**src/rtl/mem_port_arbiter_if.sv**
```systemverilog
// Bundle of the fetch, data and memory-port signals around the shared memory arbiter.
// The arbiter takes the slave view; the pipeline/memory environment takes the master view.
interface mem_port_arbiter_if #(
  parameter int unsigned AW = 16,
  parameter int unsigned DW = 16
);
  logic          if_req;
  logic [AW-1:0] if_addr;
  logic          if_ack;
  logic [DW-1:0] if_rdata;
  logic          d_req;
  logic          d_we;
  logic [AW-1:0] d_addr;
  logic [DW-1:0] d_wdata;
  logic          d_ack;
  logic [DW-1:0] d_rdata;
  logic          m_en;
  logic          m_we;
  logic [AW-1:0] m_addr;
  logic [DW-1:0] m_wdata;
  logic [DW-1:0] m_rdata;
  logic          if_stall;
  logic          d_stall;
  logic          busy;

  modport slave (
    input  if_req, if_addr, d_req, d_we, d_addr, d_wdata, m_rdata,
    output if_ack, if_rdata, d_ack, d_rdata, m_en, m_we, m_addr, m_wdata,
           if_stall, d_stall, busy
  );

  modport master (
    output if_req, if_addr, d_req, d_we, d_addr, d_wdata, m_rdata,
    input  if_ack, if_rdata, d_ack, d_rdata, m_en, m_we, m_addr, m_wdata,
           if_stall, d_stall, busy
  );
endinterface

```
**src/rtl/mem_port_arbiter.sv**
```systemverilog
// Shares one memory port between fetch (read-only) and data (read/write) requesters.
// Data wins contention until it has won STARVE_MAX times in a row over a waiting fetch.
module mem_port_arbiter #(
  parameter int unsigned AW         = 16,
  parameter int unsigned DW         = 16,
  parameter int unsigned LAT        = 1,
  parameter int unsigned STARVE_MAX = 3
) (
  input  logic                 clk_i,
  input  logic                 rst_ni,
  mem_port_arbiter_if.slave    bus
);

  localparam logic [2:0] StarveMax = 3'(STARVE_MAX);
  localparam logic [1:0] WaitInit  = 2'(LAT - 1);

  typedef enum logic [1:0] {StIdle, StAccess, StWait, StResp} state_e;

  state_e        state_q;
  logic          gnt_d_q;
  logic [2:0]    streak_q;
  logic [1:0]    wcnt_q;
  logic          m_en_q;
  logic          m_we_q;
  logic [AW-1:0] m_addr_q;
  logic [DW-1:0] m_wdata_q;
  logic          if_ack_q;
  logic          d_ack_q;
  logic [DW-1:0] if_rdata_q;
  logic [DW-1:0] d_rdata_q;

  logic       grant_d;
  logic [2:0] streak_d;

  always_comb begin
    grant_d  = bus.d_req && !(bus.if_req && (streak_q == StarveMax));
    streak_d = '0;
    // Only data grants that bypass a waiting fetch count toward starvation.
    if (grant_d && bus.if_req) begin
      streak_d = (streak_q >= StarveMax) ? StarveMax : streak_q + 3'd1;
    end
  end

  always_ff @(posedge clk_i or negedge rst_ni) begin
    if (!rst_ni) begin
      state_q    <= StIdle;
      gnt_d_q    <= 1'b0;
      streak_q   <= '0;
      wcnt_q     <= '0;
      m_en_q     <= 1'b0;
      m_we_q     <= 1'b0;
      m_addr_q   <= '0;
      m_wdata_q  <= '0;
      if_ack_q   <= 1'b0;
      d_ack_q    <= 1'b0;
      if_rdata_q <= '0;
      d_rdata_q  <= '0;
    end else begin
      unique case (state_q)
        StIdle: begin
          if (bus.if_req || bus.d_req) begin
            state_q   <= StAccess;
            gnt_d_q   <= grant_d;
            streak_q  <= streak_d;
            m_en_q    <= 1'b1;
            m_we_q    <= grant_d && bus.d_we;
            m_addr_q  <= grant_d ? bus.d_addr : bus.if_addr;
            if (grant_d) m_wdata_q <= bus.d_wdata;
          end
        end
        StAccess: begin
          m_en_q <= 1'b0;
          m_we_q <= 1'b0;
          if (m_we_q) begin
            state_q <= StResp;
            d_ack_q <= 1'b1;
          end else begin
            state_q <= StWait;
            wcnt_q  <= WaitInit;
          end
        end
        StWait: begin
          // The last wait cycle is the one in which m_rdata is valid.
          if (wcnt_q == '0) begin
            state_q <= StResp;
            if (gnt_d_q) begin
              d_rdata_q <= bus.m_rdata;
              d_ack_q   <= 1'b1;
            end else begin
              if_rdata_q <= bus.m_rdata;
              if_ack_q   <= 1'b1;
            end
          end else begin
            wcnt_q <= wcnt_q - 2'd1;
          end
        end
        StResp: begin
          state_q  <= StIdle;
          if_ack_q <= 1'b0;
          d_ack_q  <= 1'b0;
        end
        default: state_q <= StIdle;
      endcase
    end
  end

  assign bus.m_en     = m_en_q;
  assign bus.m_we     = m_we_q;
  assign bus.m_addr   = m_addr_q;
  assign bus.m_wdata  = m_wdata_q;
  assign bus.if_ack   = if_ack_q;
  assign bus.d_ack    = d_ack_q;
  assign bus.if_rdata = if_rdata_q;
  assign bus.d_rdata  = d_rdata_q;
  assign bus.if_stall = bus.if_req & ~if_ack_q;
  assign bus.d_stall  = bus.d_req & ~d_ack_q;
  assign bus.busy     = (state_q != StIdle);

endmodule

```
**src/flat_wrapper.sv**
```systemverilog
// flat-port wrapper written by rule: the top's interface ports become plain ports
module mem_port_arbiter_flat 
#(
  parameter int unsigned AW         = 16,
  parameter int unsigned DW         = 16,
  parameter int unsigned LAT        = 1,
  parameter int unsigned STARVE_MAX = 3
)
  (clk_i, rst_ni, bus_if_req, bus_if_addr, bus_d_req, bus_d_we, bus_d_addr, bus_d_wdata, bus_m_rdata, bus_if_ack, bus_if_rdata, bus_d_ack, bus_d_rdata, bus_m_en, bus_m_we, bus_m_addr, bus_m_wdata, bus_if_stall, bus_d_stall, bus_busy);
  mem_port_arbiter_if #(.AW(AW), .DW(DW)) bus_i ();
  input  logic clk_i;
  input  logic rst_ni;
  input wire logic [$bits(bus_i.if_req)-1:0] bus_if_req;
  input wire logic [$bits(bus_i.if_addr)-1:0] bus_if_addr;
  input wire logic [$bits(bus_i.d_req)-1:0] bus_d_req;
  input wire logic [$bits(bus_i.d_we)-1:0] bus_d_we;
  input wire logic [$bits(bus_i.d_addr)-1:0] bus_d_addr;
  input wire logic [$bits(bus_i.d_wdata)-1:0] bus_d_wdata;
  input wire logic [$bits(bus_i.m_rdata)-1:0] bus_m_rdata;
  output wire logic [$bits(bus_i.if_ack)-1:0] bus_if_ack;
  output wire logic [$bits(bus_i.if_rdata)-1:0] bus_if_rdata;
  output wire logic [$bits(bus_i.d_ack)-1:0] bus_d_ack;
  output wire logic [$bits(bus_i.d_rdata)-1:0] bus_d_rdata;
  output wire logic [$bits(bus_i.m_en)-1:0] bus_m_en;
  output wire logic [$bits(bus_i.m_we)-1:0] bus_m_we;
  output wire logic [$bits(bus_i.m_addr)-1:0] bus_m_addr;
  output wire logic [$bits(bus_i.m_wdata)-1:0] bus_m_wdata;
  output wire logic [$bits(bus_i.if_stall)-1:0] bus_if_stall;
  output wire logic [$bits(bus_i.d_stall)-1:0] bus_d_stall;
  output wire logic [$bits(bus_i.busy)-1:0] bus_busy;
  assign bus_i.if_req = bus_if_req;
  assign bus_i.if_addr = bus_if_addr;
  assign bus_i.d_req = bus_d_req;
  assign bus_i.d_we = bus_d_we;
  assign bus_i.d_addr = bus_d_addr;
  assign bus_i.d_wdata = bus_d_wdata;
  assign bus_i.m_rdata = bus_m_rdata;
  assign bus_if_ack = bus_i.if_ack;
  assign bus_if_rdata = bus_i.if_rdata;
  assign bus_d_ack = bus_i.d_ack;
  assign bus_d_rdata = bus_i.d_rdata;
  assign bus_m_en = bus_i.m_en;
  assign bus_m_we = bus_i.m_we;
  assign bus_m_addr = bus_i.m_addr;
  assign bus_m_wdata = bus_i.m_wdata;
  assign bus_if_stall = bus_i.if_stall;
  assign bus_d_stall = bus_i.d_stall;
  assign bus_busy = bus_i.busy;
  mem_port_arbiter #(.AW(AW), .DW(DW), .LAT(LAT), .STARVE_MAX(STARVE_MAX)) u_core (.clk_i(clk_i), .rst_ni(rst_ni), .bus(bus_i));
endmodule
```
**config.mk**
```make
export PLATFORM = sky130hd
export DESIGN_NAME = mem_port_arbiter_flat
export DESIGN_NICKNAME = d
export VERILOG_FILES = /design/src/rtl/mem_port_arbiter_if.sv /design/src/rtl/mem_port_arbiter.sv /design/src/flat_wrapper.sv
export SDC_FILE = /design/constraint.sdc
export NUM_CORES = 1
export LEC_CHECK = 0
export ABC_AREA = 1
export BUFFER_PORTS_ARGS = -buffer_cell sky130_fd_sc_hd__buf_4
export CAP_MARGIN = 0
export CORE_ASPECT_RATIO = 1.75
export CORE_UTILIZATION = 45
export CTS_BUF_LIST = sky130_fd_sc_hd__clkbuf_16
export DETAILED_ROUTE_END_ITERATION = 8
export PLACE_DENSITY = 0.75
export SLEW_MARGIN = 20
export SYNTH_ARGS = -nofsm -noshare
export SYNTH_HDL_FRONTEND = slang
export SYNTH_SLANG_ARGS = --single-unit
```
**constraint.sdc**
```tcl
create_clock -name clk_i -period 2.4 [get_ports clk_i]
set_input_delay 0.12 -clock clk_i [delete_from_list [all_inputs] [get_ports clk_i]]
set_output_delay 0.12 -clock clk_i [all_outputs]
set_load 0.01 [all_outputs]
```
# Word level (Yosys, flattened, before mapping)
# Cells that the tools add are included.
word_totals:
  output_inout_bits: 71
  regBits: 76
  input_bits: 69
  word_cells: 74
classes:
  n_reduce_logical: 22
  n_mux: 21
  magnitude_cmp: 1
  n_bitwise: 5
  n_eq_ne: 11
  add_sub_neg: 2
ops:
  columns: ["cell", "count"]
  rows:
  - ["16-bit two-way mux", 1]
  - ["3-bit AND reduction", 5]
  - ["1-bit two-way mux", 8]
  - ["2-bit two-way mux", 4]
  - ["2-bit by 1-bit != test with 1-bit output, second input constant", 4]
  - ["2-bit case mux with 4 select lines", 1]
  - ["2-bit nonzero test", 4]
  - ["3-bit two-way mux", 2]
  - ["2-bit != test, second input constant", 3]
  - ["1-bit case mux with 2 select lines", 3]
  - ["2-bit AND reduction", 3]
  - ["2-bit == test, second input constant", 2]
  - ["1-bit logical AND", 4]
  - ["2-bit zero test", 2]
  - ["2-bit case mux with 2 select lines", 1]
  - ["4-bit AND reduction", 1]
  - ["3-bit by 1-bit adder with 3-bit output, second input constant", 1]
  - ["3-bit by 2-bit == test with 1-bit output, second input constant", 1]
  - ["3-bit by 2-bit >= comparator with 1-bit output, second input constant", 1]
  - ["1-bit NOT", 3]
  - ["1-bit case mux with 3 select lines", 1]
  - ["3-bit nonzero test", 1]
  - ["1-bit bitwise AND", 2]
  - ["2-bit by 1-bit == test with 1-bit output, second input constant", 1]
  - ["3 further kinds", 3]

# Logic depth before layout (Yosys ltp)
# Gate-level depths: netlist of run 1.
depth:
  ltp_word: 7
  mapped_depth: 8
  depth_no_buf: 7

# Worst setup path before layout of run 1
# No wires, ideal clock.
synth_path:
  path_type: "register to register"
  from: "reg u_core.streak_q[0]"
  to: "reg u_core.m_wdata_q[10] (netlist: u_core.bus.m_wdata[10])"
  path_slack_ns: 0.967
  path_stages_with_launch: 8
  setup_time_ns: 0.116
  t_arrival_ns: 1.316
  synth_period_minus_slack_ns: 1.433
  required_ns: 2.284
  path_buffers: 1
  cell_sequence: "dfrtp_1 -> ha_1 -> ha_1 -> nand2_4 -> nand3_4 -> buf_4 -> nand2_1 -> nand2_1"
synth_between:
  elab_chain_cells: 5
synth_rtl:
  columns: ["item", "line", "rtl"]
  rows:
  - ["start: declaration", "mem_port_arbiter.sv:21", "logic [2:0] streak_q;"]
  - ["start signal: assignment", "mem_port_arbiter.sv:64", "streak_q <= streak_d;"]
  - ["3-bit by 2-bit == test with 1-bit output", "mem_port_arbiter.sv:36", "grant_d = bus.d_req && !(bus.if_req && (streak_q == StarveMax));"]
  - ["1-bit logical AND", "mem_port_arbiter.sv:36", null]
  - ["1-bit zero test", "mem_port_arbiter.sv:36", null]
  - ["1-bit logical AND", "mem_port_arbiter.sv:36", null]
  - ["3-bit AND reduction (no line)", null, null]
  - ["end signal: assignment", "mem_port_arbiter.sv:68", "if (grant_d) m_wdata_q <= bus.d_wdata;"]
  - ["end: declaration", "mem_port_arbiter.sv:26", "logic [DW-1:0] m_wdata_q;"]
# Every way passes these cells.
# A chain may end at the register's enable or synchronous reset.

# Worst setup path after layout of run 1
layout_path:
  from: "reg u_core.streak_q[0]"
  to: "reg u_core.m_wdata_q[11] (netlist: u_core.bus.m_wdata[11])"
# The elaborated chain is that of the path after synthesis.

==> metrics.md, run 1 <==
| Metric | Value |
|---|---|
| Most numerous cell in the Yosys netlist | `nand2_1` |
| DR vias | `~3.1k` |
| Area Growth Syn to Fin | `42.7%` |
| CP cell instances | `ha_1, ha_1, nand2_4, nand3_4, inv_4, nand2_1, nand2_1` |
| CP peak stage delay | `between 400 and 500 ps` |
| H-tree depth | `3` |
| Synthesized flop and latch total | `76` |
| Die area | `about 8000 um^2` |
| Final nets | `632` |
| Slew Limit Fails | `0` |
| GRT overflow | `0` |
| RSZ-0062 raised after global routing | `no` |
| IO buf count | `between 100 and 150` |
| Die height | `approximately 120 um` |
| Area share of the largest cell type after synthesis | `around 55%` |
| Fillers | `approximately 620` |
| Core region area | `about 7300 um^2` |
| Global-route wire length before repair | `between 10000 and 15000 um` |
| Synth Area in Simple Gates | `a little over a quarter` |
| Worst Clk Skew | `~4.4 ps` |
| Tcrit/Tclk final | `a little over 70%` |
| FF-to-FF setup slack | `~660 ps` |
| Post-synth top cells | `nand2_1, dfrtp_1, inv_1, o21ai_0, nand3_1` |
| WHS Endpoint | `u_core.bus.m_we` |
| Ys flop type | `dfrtp_1` |
| WL per Instance | `13.3 um` |
| Fraction of the mapped netlist area in adder cells | `about 2.5%` |
| Post-route ant nets | `0` |
| Yosys cell types | `23` |
| CP Launch Type | `flop` |
| Final WL | `roughly 8600 um` |
| Max IR drop VDD | `roughly 720 uV` |
| Area after DPL | `4490 um^2` |
| Worst setup EP type | `flop` |
| Normalized max-slew margin | `36.0%` |
| Post-synthesis mux area share | `0%` |
| Multi-input gate area | `approximately 1200 um^2` |
| Die Width | `just under 70 um` |
| Remaining DRCs | `0` |
| Clk buf depth | `2` |
| Hold crit path type | `primary input to flop` |
| Int Pwr | `3.83 mW` |
| Pwr/cell area | `1240 nW/um^2` |
| Switching pwr | `approximately 2.3 mW` |
| Post-synth EDFFs | `0` |
| DP HPWL | `roughly 6000 um` |
| Ant. Diodes | `0` |
| Clock power frac | `a little under a fifth` |
| Synth area leaders | `dfrtp_1, nand2_1, inv_1, o21ai_0, nand3b_1` |
| Main combinational cell family by area after synthesis | `simple AND/OR/NAND/NOR gates` |
| Worst Tran Pin Value | `between 900 and 1000 ps` |
| Clk sinks | `76` |
| Max-cap violations | `0` |
| Clk slew on worst S/H paths | `about 50 ps` |
| CP max FO | `19` |
| Post-Synth XOR/XNOR Area | `0%` |
| Reg-to-Reg End | `u_core.bus.m_wdata[11]` |
| Biggest area consumer among synthesized cells | `dfrtp_1` |
| Register area | `between 1500 and 2000 um^2` |
| Endpoints failing hold | `0` |
| Setup violators final | `0` |
| Via-to-Cell Ratio | `4.87` |
| GRT Util Overall | `around 23%` |
| DR iter-0 viols | `129` |
| Clk_lat worst skew | `330 ps` |
| Hold_sp | `bus_d_we` |
| Worst R2R Path Depth | `7` |
| Status | `completed` |
| Fmax | `between 0.5 and 0.6 GHz` |
| Mapped Nets | `480` |
| CP Class | `flop to flop` |
| Num CTS Buffers | `9` |
| Hold path cells | `3` |
| Final instance area | `just under 5000 um^2` |
| Logic pwr share | `roughly 44%` |
| Worst path required time | `between 2000 and 3000 ps` |
| Starting Density | `a little under half` |
| Setup_tns | `0 ps` |
| Vias in the first global route | `a little over 3k` |
| First-pass iteration count of the detailed router | `4` |
| CTS tree | `done` |
| FP Rows | `approximately 40` |
| Reg2reg start | `u_core.streak_q[0]` |
| Share of cells above drive strength 1 | `around 29%` |
| Largest net degree at the start of global routing | `77` |
| Final total power | `6.11 mW` |
| Crit-path slowest cell | `dfrtp_1` |
| Post-route minimum period | `about 1700 ps` |
| Post-synth design cell area | `3450 um^2` |
| Worst endpoint data arrival time | `2010 ps` |
| Number of antenna violations at the first check in global routing | `0` |
| Io pins | `140` |
| Sw frac | `between 30% and 40%` |
| Synth Area in Compound Gates | `roughly 6.5%` |
| Sequential share of power | `around 38%` |
| Routability cong. | `approximately 0.77` |
| Avg Cell Area, Syn | `roughly 8.5 um^2` |
| Leak Pwr | `approximately 2.7 nW` |
| Async set-reset flop share out of synthesis | `between 90% and 100%` |
| YS warnings | `0` |
| Mapped Cells | `between 400 and 500` |
| Seq/Total Area, Yosys | `a little under three fifths` |
| Hold slack | `just over 50 ps` |
| Clock root buffer | `clkbuf_16` |
-- state kept, by name (all words and copies together), names as in the netlist, 2 cells and up --
signal	flops
u_core.state_q	2
u_core.bus.m_addr	16
u_core.streak_q	3
u_core.bus.m_wdata	16
u_core.bus.if_rdata	16
u_core.wcnt_q	2
u_core.bus.d_rdata	16
-- how the worst max path moves through the flow --
stage,slack (ps),from,depth (start not counted),endpoint
after detailed placement,690,u_core.streak_q[0],7,u_core.bus.m_wdata[3]
after global placement,750,u_core.streak_q[0],7,u_core.bus.m_wdata[8]
after global routing,510,u_core.state_q[0],7,u_core.bus.if_ack
after floorplan,970,u_core.streak_q[0],7,u_core.bus.m_wdata[10]
after CTS,670,u_core.streak_q[0],7,u_core.bus.m_wdata[0]
final,660,u_core.streak_q[0],7,u_core.bus.m_wdata[11]
-- routing by layer --
metal	up-vias	part of all wire, %	global-route usage, %	wire, um
met5	-	0	0	0
met2	108	54	38.9	4630
met1	1454	37	24.5	3170
met3	24	5.7	7.27	488
met4	0	3.5	11.2	303
li1	1557	-	-	-
-- worst max-delay path, delay by kind of cell (launching register included) --
| family | cells | cell delay (ps) |
|---|---|---|
| fa+ha+maj | 2 | 430 |
| simple gates | 4 | 600 |
| buf+inv | 1 | 230 |
| flops | 1 | 410 |
-- cells by family after synthesis --
| group | after synthesis |
|---|---|
| AOI/OAI and AO/OA | 44 |
| adders and majority gates | 7 |
| buffers and inverters | 68 |
| DFF | 76 |
| and+or+nand+nor | 209 |
-- through the flow --
| stage | std cells | worst slack (ps) | utilization (%) |
|---|---|---|---|
| after detailed placement | 614 | 687 | 61.7 |
| final | 646 | 663 | 67.5 |
| after global routing | 646 | 515 | 67.5 |
| after floorplan | 404 | 967 | - |
| after CTS | 646 | 672 | 67.5 |
| after global placement | 614 | 748 | 61.7 |
-- area by class of cell --
class	count	share of cell area [%]
sequential	76	38.7
multi-input combinational	260	25.1
timing repair buffer	157	24.8
clock buffer	9	4.58
inverter	52	4.02
tap	86	2.19
clock inverter	6	0.560
-- power by group through the flow --
stage	registers, mW	logic (mW)	clock network, mW
detailed placement	2.29	2.66	0
global route	2.38	2.97	1.23
finish	2.29	2.67	1.15
global placement	2.28	2.59	0
CTS	2.29	2.69	1.18
floorplan	2.50	1.17	0
-- placed cells by master (no fill, tap or decap), types with 2 or more instances in the layout --
master,synthesis,routed
a21oi_1,3,3
nand4_1,4,4
clkbuf_16,0,9
nand2_4,2,2
dlygate4sd3_1,0,17
nand3_1,22,22
nand2_1,155,155
nor2_1,5,5
nand2_2,2,2
buf_4,3,140
inv_1,50,54
o21ai_0,37,36
nand3b_1,16,16
dfrtp_1,76,76
o21ai_1,3,4
ha_1,7,7
-- what timing repair did --
item / 4_1_cts / 5_1_grt
buffers inserted: 0 / 0
hold buffers: 17 / 0
resized for setup: 0 / 0
endpoints found under the hold margin: 92 / 0
No activity file was read; power rests on OpenSTA's default activity.
==> run 2: changes to the inputs <==
- clock period: 2.4 -> 1.7 ns (I/O delays scaled with it)
==> run 2 against run 1 <==
  * Fmax is 10% higher
  * Sequential power grew 42%
  * Largest cell class unchanged
  * Combinational power is 46% higher
  * Cell count up 0.46%
  * Die area unchanged
  * Global-route usage barely moved
  * Flip-flop and latch count did not move
  * Utilization grew 1.2 points
  * Clock skew up 1.2 ps
  * Via count up 1.3%
  * Power rose by 43%
==> metrics.md, run 2 (synthesis gave the netlist of run 1 again) <==
| Metric | Value |
|---|---|
| Status | `completed` |
| Share of cells above drive strength 1 | `29.5% (+0.91 points)` |
| Setup violators final | `0 (unchanged)` |
| Max-cap violations | `0 (unchanged)` |
| Global-route wire length before repair | `13800 um (+1.0%)` |
| Hold crit path type | `primary input to flop` |
| Cell count along the critical path | `6 (-1)` |
| Clk sinks | `76 (unchanged)` |
| Reg2reg start | `u_core.state_q[0]` |
| Vias in the first global route | `3180 (+4.7%)` |
| Worst R2R Path Depth | `6 (-1)` |
| IO buf count | `139 (unchanged)` |
| Post-route ant nets | `0 (unchanged)` |
| Leak Pwr | `2.78 nW (+1.4%)` |
| Area Growth Syn to Fin | `45.2%` |
| Final WL | `8550 um (-0.43%)` |
| Number of antenna violations at the first check in global routing | `0 (unchanged)` |
| Post-route minimum period | `1580 ps (-161 ps)` |
| Io pins | `140 (unchanged)` |
| Routability cong. | `0.783 (+2.1%)` |
| Clk buf depth | `2 (unchanged)` |
| CTS tree | `done` |
| Highest-count cells in the layout ignoring fill and taps | `nand2_1, buf_4, dfrtp_1, inv_1, o21ai_0` |
| Die Width | `68.2 um (unchanged)` |
| Setup crit start | `u_core.state_q[0]` |
| Ant. Diodes | `0 (unchanged)` |
| Clock root buffer | `clkbuf_16` |
| DP HPWL | `6140 um (+3.5%)` |
| CP cell instances | `inv_1, ha_1, o21ai_1, buf_4, nand2_1, nand2_1` |
| DR vias | `3185 (+1.3%)` |
| WL per Instance | `13.2 um (-0.89%)` |
| Setup WS post-layout | `124 ps (-539 ps)` |
| Die height | `118 um (unchanged)` |
| FF-to-FF setup slack | `120 ps (-540 ps)` |
| Top cell by count, worst path | `nand2_1` |
| Pre-CTS setup slack | `33.7 ps (-653 ps)` |
| Clk slew on worst S/H paths | `50 ps (about the same)` |
| Starting Density | `47.3% (unchanged)` |
| Placed insts | `619 (+0.81%)` |
| Worst path required time | `1910 ps (-760 ps)` |
| CP delay by family, top | `flip-flops` |
| GRT Util Overall | `22.9% (-0.041 points)` |
| Via-to-Cell Ratio | `4.91 (+0.87%)` |
| Final Util | `68.7% (+1.2 points)` |
| Worst path bufs/invs | `2 (+1)` |
| CP Class | `flop to flop` |
| Endpoints failing hold | `0 (unchanged)` |
| Tcrit/Tclk final | `92.7% (+20 points)` |
| Max IR drop VDD | `1040 uV (+45%)` |
| Setup_tns | `0 ps (unchanged)` |
| Worst Clk Skew | `5.65 ps (+1.24 ps)` |
| H-tree depth | `3 (unchanged)` |
| Normalized max-slew margin | `73.1% (+37 points)` |
| Remaining DRCs | `0 (unchanged)` |
| CP Launch Type | `flop` |
| RSZ-0062 raised after global routing | `no` |
| Crit-path slowest cell | `dfrtp_1` |
| First-pass iteration count of the detailed router | `4 (unchanged)` |
| Reg-to-Reg End | `u_core.bus.m_addr[1]` |
| DR iter-0 viols | `181 (+40%)` |
| Final total power | `8.75 mW (+43%)` |
| Worst setup path end | `u_core.bus.m_addr[1]` |
| Worst setup EP type | `flop` |
| Core region area | `7280 um^2 (unchanged)` |
| GRT overflow | `0 (unchanged)` |
| CP peak stage delay | `420 ps (about the same)` |
| Worst Tran Pin Value | `403 ps (-558 ps)` |
| Hold path cells | `3 (unchanged)` |
| Final nets | `637 (+0.79%)` |
| Slew Limit Fails | `0 (unchanged)` |
| Worst endpoint data arrival time | `1790 ps (-220 ps)` |
| Num CTS Buffers | `9 (unchanged)` |
| Clk_lat worst skew | `330 ps (about the same)` |
| Fillers | `579 (-7.2%)` |
| Fmax | `0.635 GHz (+10%)` |
| Pwr/cell area | `1750 nW/um^2 (+41%)` |
| Largest net degree at the start of global routing | `77 (unchanged)` |
| Most common cell after layout, fill and taps aside | `nand2_1` |
| FP Rows | `41 (unchanged)` |
| Finished Layout Cells | `649 (+0.46%)` |
| CP max FO | `16 (-3)` |
| Die area | `8030 um^2 (unchanged)` |
-- run 2: cell count changes in the layout (fill, tap and decap cells not counted) --
| cell | change |
|---|---|
| buf_12 | +4 |
| nand2_2 | -1 |
| nand2_4 | +1 |
| inv_1 | -3 |
| clkinv_2 | +1 |
| buf_4 | +1 |
-- run 2: worst min-delay path by stage --
stage / endpoint / from
global route: u_core.bus.m_we / bus_d_we
finish: u_core.bus.if_rdata[14] / bus_m_rdata[14]
CTS: u_core.bus.if_rdata[14] / bus_m_rdata[14]
global placement: u_core.bus.m_wdata[13] / rst_ni
detailed placement: u_core.bus.m_wdata[0] / rst_ni
floorplan: u_core.bus.d_ack / rst_ni
-- run 2: stage by stage --
stage / hold WS, ps / cell area (um^2)
3_5_place_dp: 135 / 4580
4_1_cts: 3.28 / 5000
5_1_grt: 24.4 / 5000
3_3_place_gp: 133 / 4580
2_1_floorplan: -211 / 3450
6_report: 14.9 / 5000
-- run 2: final cells by class --
type | instances | area, um^2 | area share [%]
Multi-Input combinational cell | 260 | 1240 | 24.8
Clock inverter | 4 | 21.3 | 0.425
Tap cell | 86 | 108 | 2.15
Inverter | 52 | 198 | 3.95
Sequential cell | 76 | 1900 | 38.0
Timing Repair Buffer | 162 | 1310 | 26.2
Clock buffer | 9 | 225 | 4.50
-- run 2: tightest hold or removal path, stage by stage --
cell and delay [ps]:
buf_4 70, inv_1 30, o21ai_1 110
-- run 2: repair_timing --
action,CTS,global route
gates resized for setup,0,1
hold endpoints to repair,92,0
setup endpoints to repair,0,16
hold buffers,17,0
buffers inserted,0,0
-- run 2: per-layer routing --
metal	GRT usage, %	vias to the layer above	share of wire, %
met3	6.10	23	5.5
met5	0	-	0
met2	40.0	116	56
met1	23.9	1480	36
met4	11.3	0	3.0
li1	-	1566	-
-- run 2: power breakdown --
group	switching [mW]	internal [mW]	total [mW]
Sequential	0.563	2.68	3.25
Clock	0.661	0.950	1.61
Combinational	2.02	1.87	3.89
==> run 3: changes to the inputs <==
- CORE_UTILIZATION: 45 -> 44
- PLACE_DENSITY: 0.75 -> default
- PLACE_DENSITY_LB_ADDON: default -> 0.15
- clock period: 1.7 -> 1.35 ns (I/O delays scaled with it)
==> run 3 against run 2 <==
  * The run now ends with hold timing, setup timing left
  * Critical path depth is 1 higher
  * Worst hold slack worse by 25 ps
  * Wire length is 17% higher
  * Critical endpoint is now u_core.bus.m_wdata[0]
  * Global-route usage is 0.71 points higher
  * Power is 46% higher
  * Largest cell class unchanged
  * Die area is 2.2% higher
  * Flip-flop and latch count stayed put
  * Sequential share of layout area is 4.9 points lower
==> metrics.md, run 3 (synthesis gave the netlist of run 1 again) <==
| Metric | Value |
|---|---|
| Sequential share of power | `32.5% (-4.6 points)` |
| GRT Util Overall | `23.6% (+0.71 points)` |
| Area Growth Syn to Fin | `66.9%` |
| Post-route minimum period | `1420 ps (-157 ps)` |
| Cell count along the critical path | `7 (+1)` |
| DR iter-0 viols | `171 (-5.5%)` |
| FF-to-FF setup slack | `-70 ps (-190 ps)` |
| Starting Density | `45.5% (-1.8 points)` |
| Normalized max-slew margin | `74.2% (+1.0 points)` |
| Setup violators final | `30 (+30)` |
| DR vias | `3430 (+7.7%)` |
| Leak Pwr | `3.07 nW (+10%)` |
| Vias in the first global route | `3220 (+1.3%)` |
| Die Width | `68.9 um (+1.1%)` |
| Clk_lat worst skew | `340 ps (about the same)` |
| Max IR drop VDD | `1260 uV (+21%)` |
| Die area | `8200 um^2 (+2.2%)` |
| Multi-input gate area | `1440 um^2 (+16%)` |
| Reg-to-Reg End | `u_core.bus.m_wdata[0]` |
| Clock power frac | `18.0% (-0.4 points)` |
| CP cell instances | `ha_2, ha_4, nand2_8, nand3_4, clkbuf_16, nand2_2, nand2_1` |
| H-tree depth | `3 (unchanged)` |
| Number of antenna violations at the first check in global routing | `0 (unchanged)` |
| CP peak stage delay | `380 ps (-40 ps)` |
| Via-to-Cell Ratio | `4.96 (+1.0%)` |
| Final WL | `10000 um (+17%)` |
| Hold path cells | `3 (unchanged)` |
| Ant. Diodes | `0 (unchanged)` |
| Share of cells above drive strength 1 | `39.9% (+10 points)` |
| Worst Clk Skew | `6.10 ps (+0.443 ps)` |
| Hold crit path type | `primary input to flop` |
| CP Launch Type | `flop` |
| CP max FO | `5 (-11)` |
| Remaining DRCs | `0 (unchanged)` |
| Io pins | `140 (unchanged)` |
| CP Class | `flop to flop` |
| CP delay by family, top | `flip-flops` |
| Endpoints failing hold | `3 (+3)` |
| Tcrit/Tclk final | `105% (+12 points)` |
| Hold_sp | `bus_m_rdata[1]` |
| Finished Layout Cells | `692 (+6.6%)` |
| Clk buf depth | `2 (unchanged)` |
| Routability cong. | `0.790 (+0.84%)` |
| Worst Tran Pin Value | `388 ps (-15.3 ps)` |
| Worst path bufs/invs | `1 (-1)` |
| Register area | `1900 um^2 (unchanged)` |
| Die height | `119 um (+1.1%)` |
| RSZ-0062 raised after global routing | `yes` |
| Clk sinks | `76 (unchanged)` |
| DP HPWL | `6150 um (+0.20%)` |
| FP Rows | `42 (+2.4%)` |
| Switching pwr | `4.76 mW (+47%)` |
| Max-cap violations | `0 (unchanged)` |
| Clk slew on worst S/H paths | `60 ps (about the same)` |
| Logic pwr share | `49.5% (+5.0 points)` |
| Pwr/cell area | `2220 nW/um^2 (+27%)` |
| Failing checks | `hold timing, setup timing` |
| Placed insts | `636 (+2.7%)` |
| Status | `finished with violations` |
| IO buf count | `139 (unchanged)` |
| Final total power | `12.8 mW (+46%)` |
| Highest-count cells in the layout ignoring fill and taps | `buf_4, nand2_1, dfrtp_1, inv_1, o21ai_1` |
| Worst endpoint data arrival time | `1640 ps (-150 ps)` |
| Clock root buffer | `clkbuf_16` |
| Int Pwr | `8.03 mW (+46%)` |
| WHS Endpoint | `u_core.bus.d_rdata[1]` |
| Final nets | `675 (+6.0%)` |
| Crit-path slowest cell | `dfrtp_1` |
| Sw frac | `37.2% (+0.087 points)` |
| Num CTS Buffers | `9 (unchanged)` |
| Reg2reg start | `u_core.streak_q[0]` |
| Hold slack | `-10.4 ps (-25.3 ps)` |
| Fillers | `534 (-7.8%)` |
| Setup WS post-layout | `-69.0 ps (-193 ps)` |
| WL per Instance | `14.5 um (+10%)` |
| Core region area | `7570 um^2 (+3.9%)` |
| Slew Limit Fails | `0 (unchanged)` |
| Global-route wire length before repair | `14300 um (+3.7%)` |
| CTS tree | `done` |
| Post-route ant nets | `0 (unchanged)` |
| Worst path required time | `1580 ps (-330 ps)` |
| GRT overflow | `0 (unchanged)` |
| Most common cell after layout, fill and taps aside | `buf_4` |
| Worst R2R Path Depth | `7 (+1)` |
| Fmax | `0.705 GHz (+11%)` |
| Worst setup EP type | `flop` |
| Largest net degree at the start of global routing | `33 (-57%)` |
| First-pass iteration count of the detailed router | `5 (+1)` |
[run 3: cell count changes in the layout (fill, tap and decap cells not counted), moves of 4 or more]
cell,delta
o21ai_0,-26
dlygate4sd3_1,+9
ha_1,-6
buf_12,+5
clkbuf_16,+6
nand2_1,-30
buf_4,+13
nand2_2,+24
nand2_8,+4
buf_6,+5
o21ai_1,+24
[run 3: tightest hold or removal path, cell delays in order]
cell     delay (ps)
buf_4           110
inv_1            60
o21ai_1          60
[run 3: how the worst max path moves through the flow]
stage                        from                     to  slack [ps]
2_1_floorplan  u_core.streak_q[0]  u_core.bus.m_wdata[5]          -2
3_3_place_gp    u_core.state_q[0]  u_core.bus.m_addr[12]         -40
3_5_place_dp    u_core.state_q[0]   u_core.bus.m_addr[7]         -90
4_1_cts        u_core.streak_q[1]  u_core.bus.m_addr[11]         -10
5_1_grt        u_core.streak_q[0]  u_core.bus.m_wdata[0]        -130
6_report       u_core.streak_q[0]  u_core.bus.m_wdata[0]         -70
[run 3: layer usage]
layer | routed length, um | vias up | GRT usage, %
met4 | 281 | 0 | 10.1
met3 | 624 | 26 | 7.18
li1 | - | 1653 | -
met2 | 5470 | 124 | 40.0
met5 | 0 | - | 0
met1 | 3660 | 1627 | 26.2
[run 3: cell type report]
class	count	share of cell area, %
Inverter	52	3.61
Multi-Input combinational cell	260	25.1
Clock buffer	9	3.92
Timing Repair Buffer	200	31.3
Clock inverter	7	1.04
Tap cell	88	1.91
Sequential cell	76	33.1
[run 3: what timing repair did]
action                                 4_1_cts  5_1_grt
hold buffers                                26        0
setup buffers                                5        3
pin swaps                                    2       33
endpoints found under the hold margin       74        0
gates cloned                                 1        7
gates resized for setup                     21       73
setup endpoints to repair                   58       75
[run 3: metrics by stage]
stage	util (%)	TNS (ps)	area [um^2]	setup WS (ps)	hold WS, ps
finish	76.0	-1230	5750	-69.0	-10.4
global route	76.0	-3780	5750	-126	2.52
global placement	62.8	-566	4750	-41.6	15.9
floorplan	-	-15.6	3470	-1.59	-228
detailed placement	62.8	-1810	4750	-91.6	18.7
CTS	71.8	-44.7	5430	-9.59	2.16
[run 3: power by group through the flow]
stage	logic (mW)	registers, mW	clock network (mW)
floorplan	2.10	4.45	0
global placement	5.12	4.01	0
detailed placement	5.25	4.04	0
CTS	5.69	4.04	2.34
global route	6.94	4.27	2.45
finish	6.33	4.15	2.30
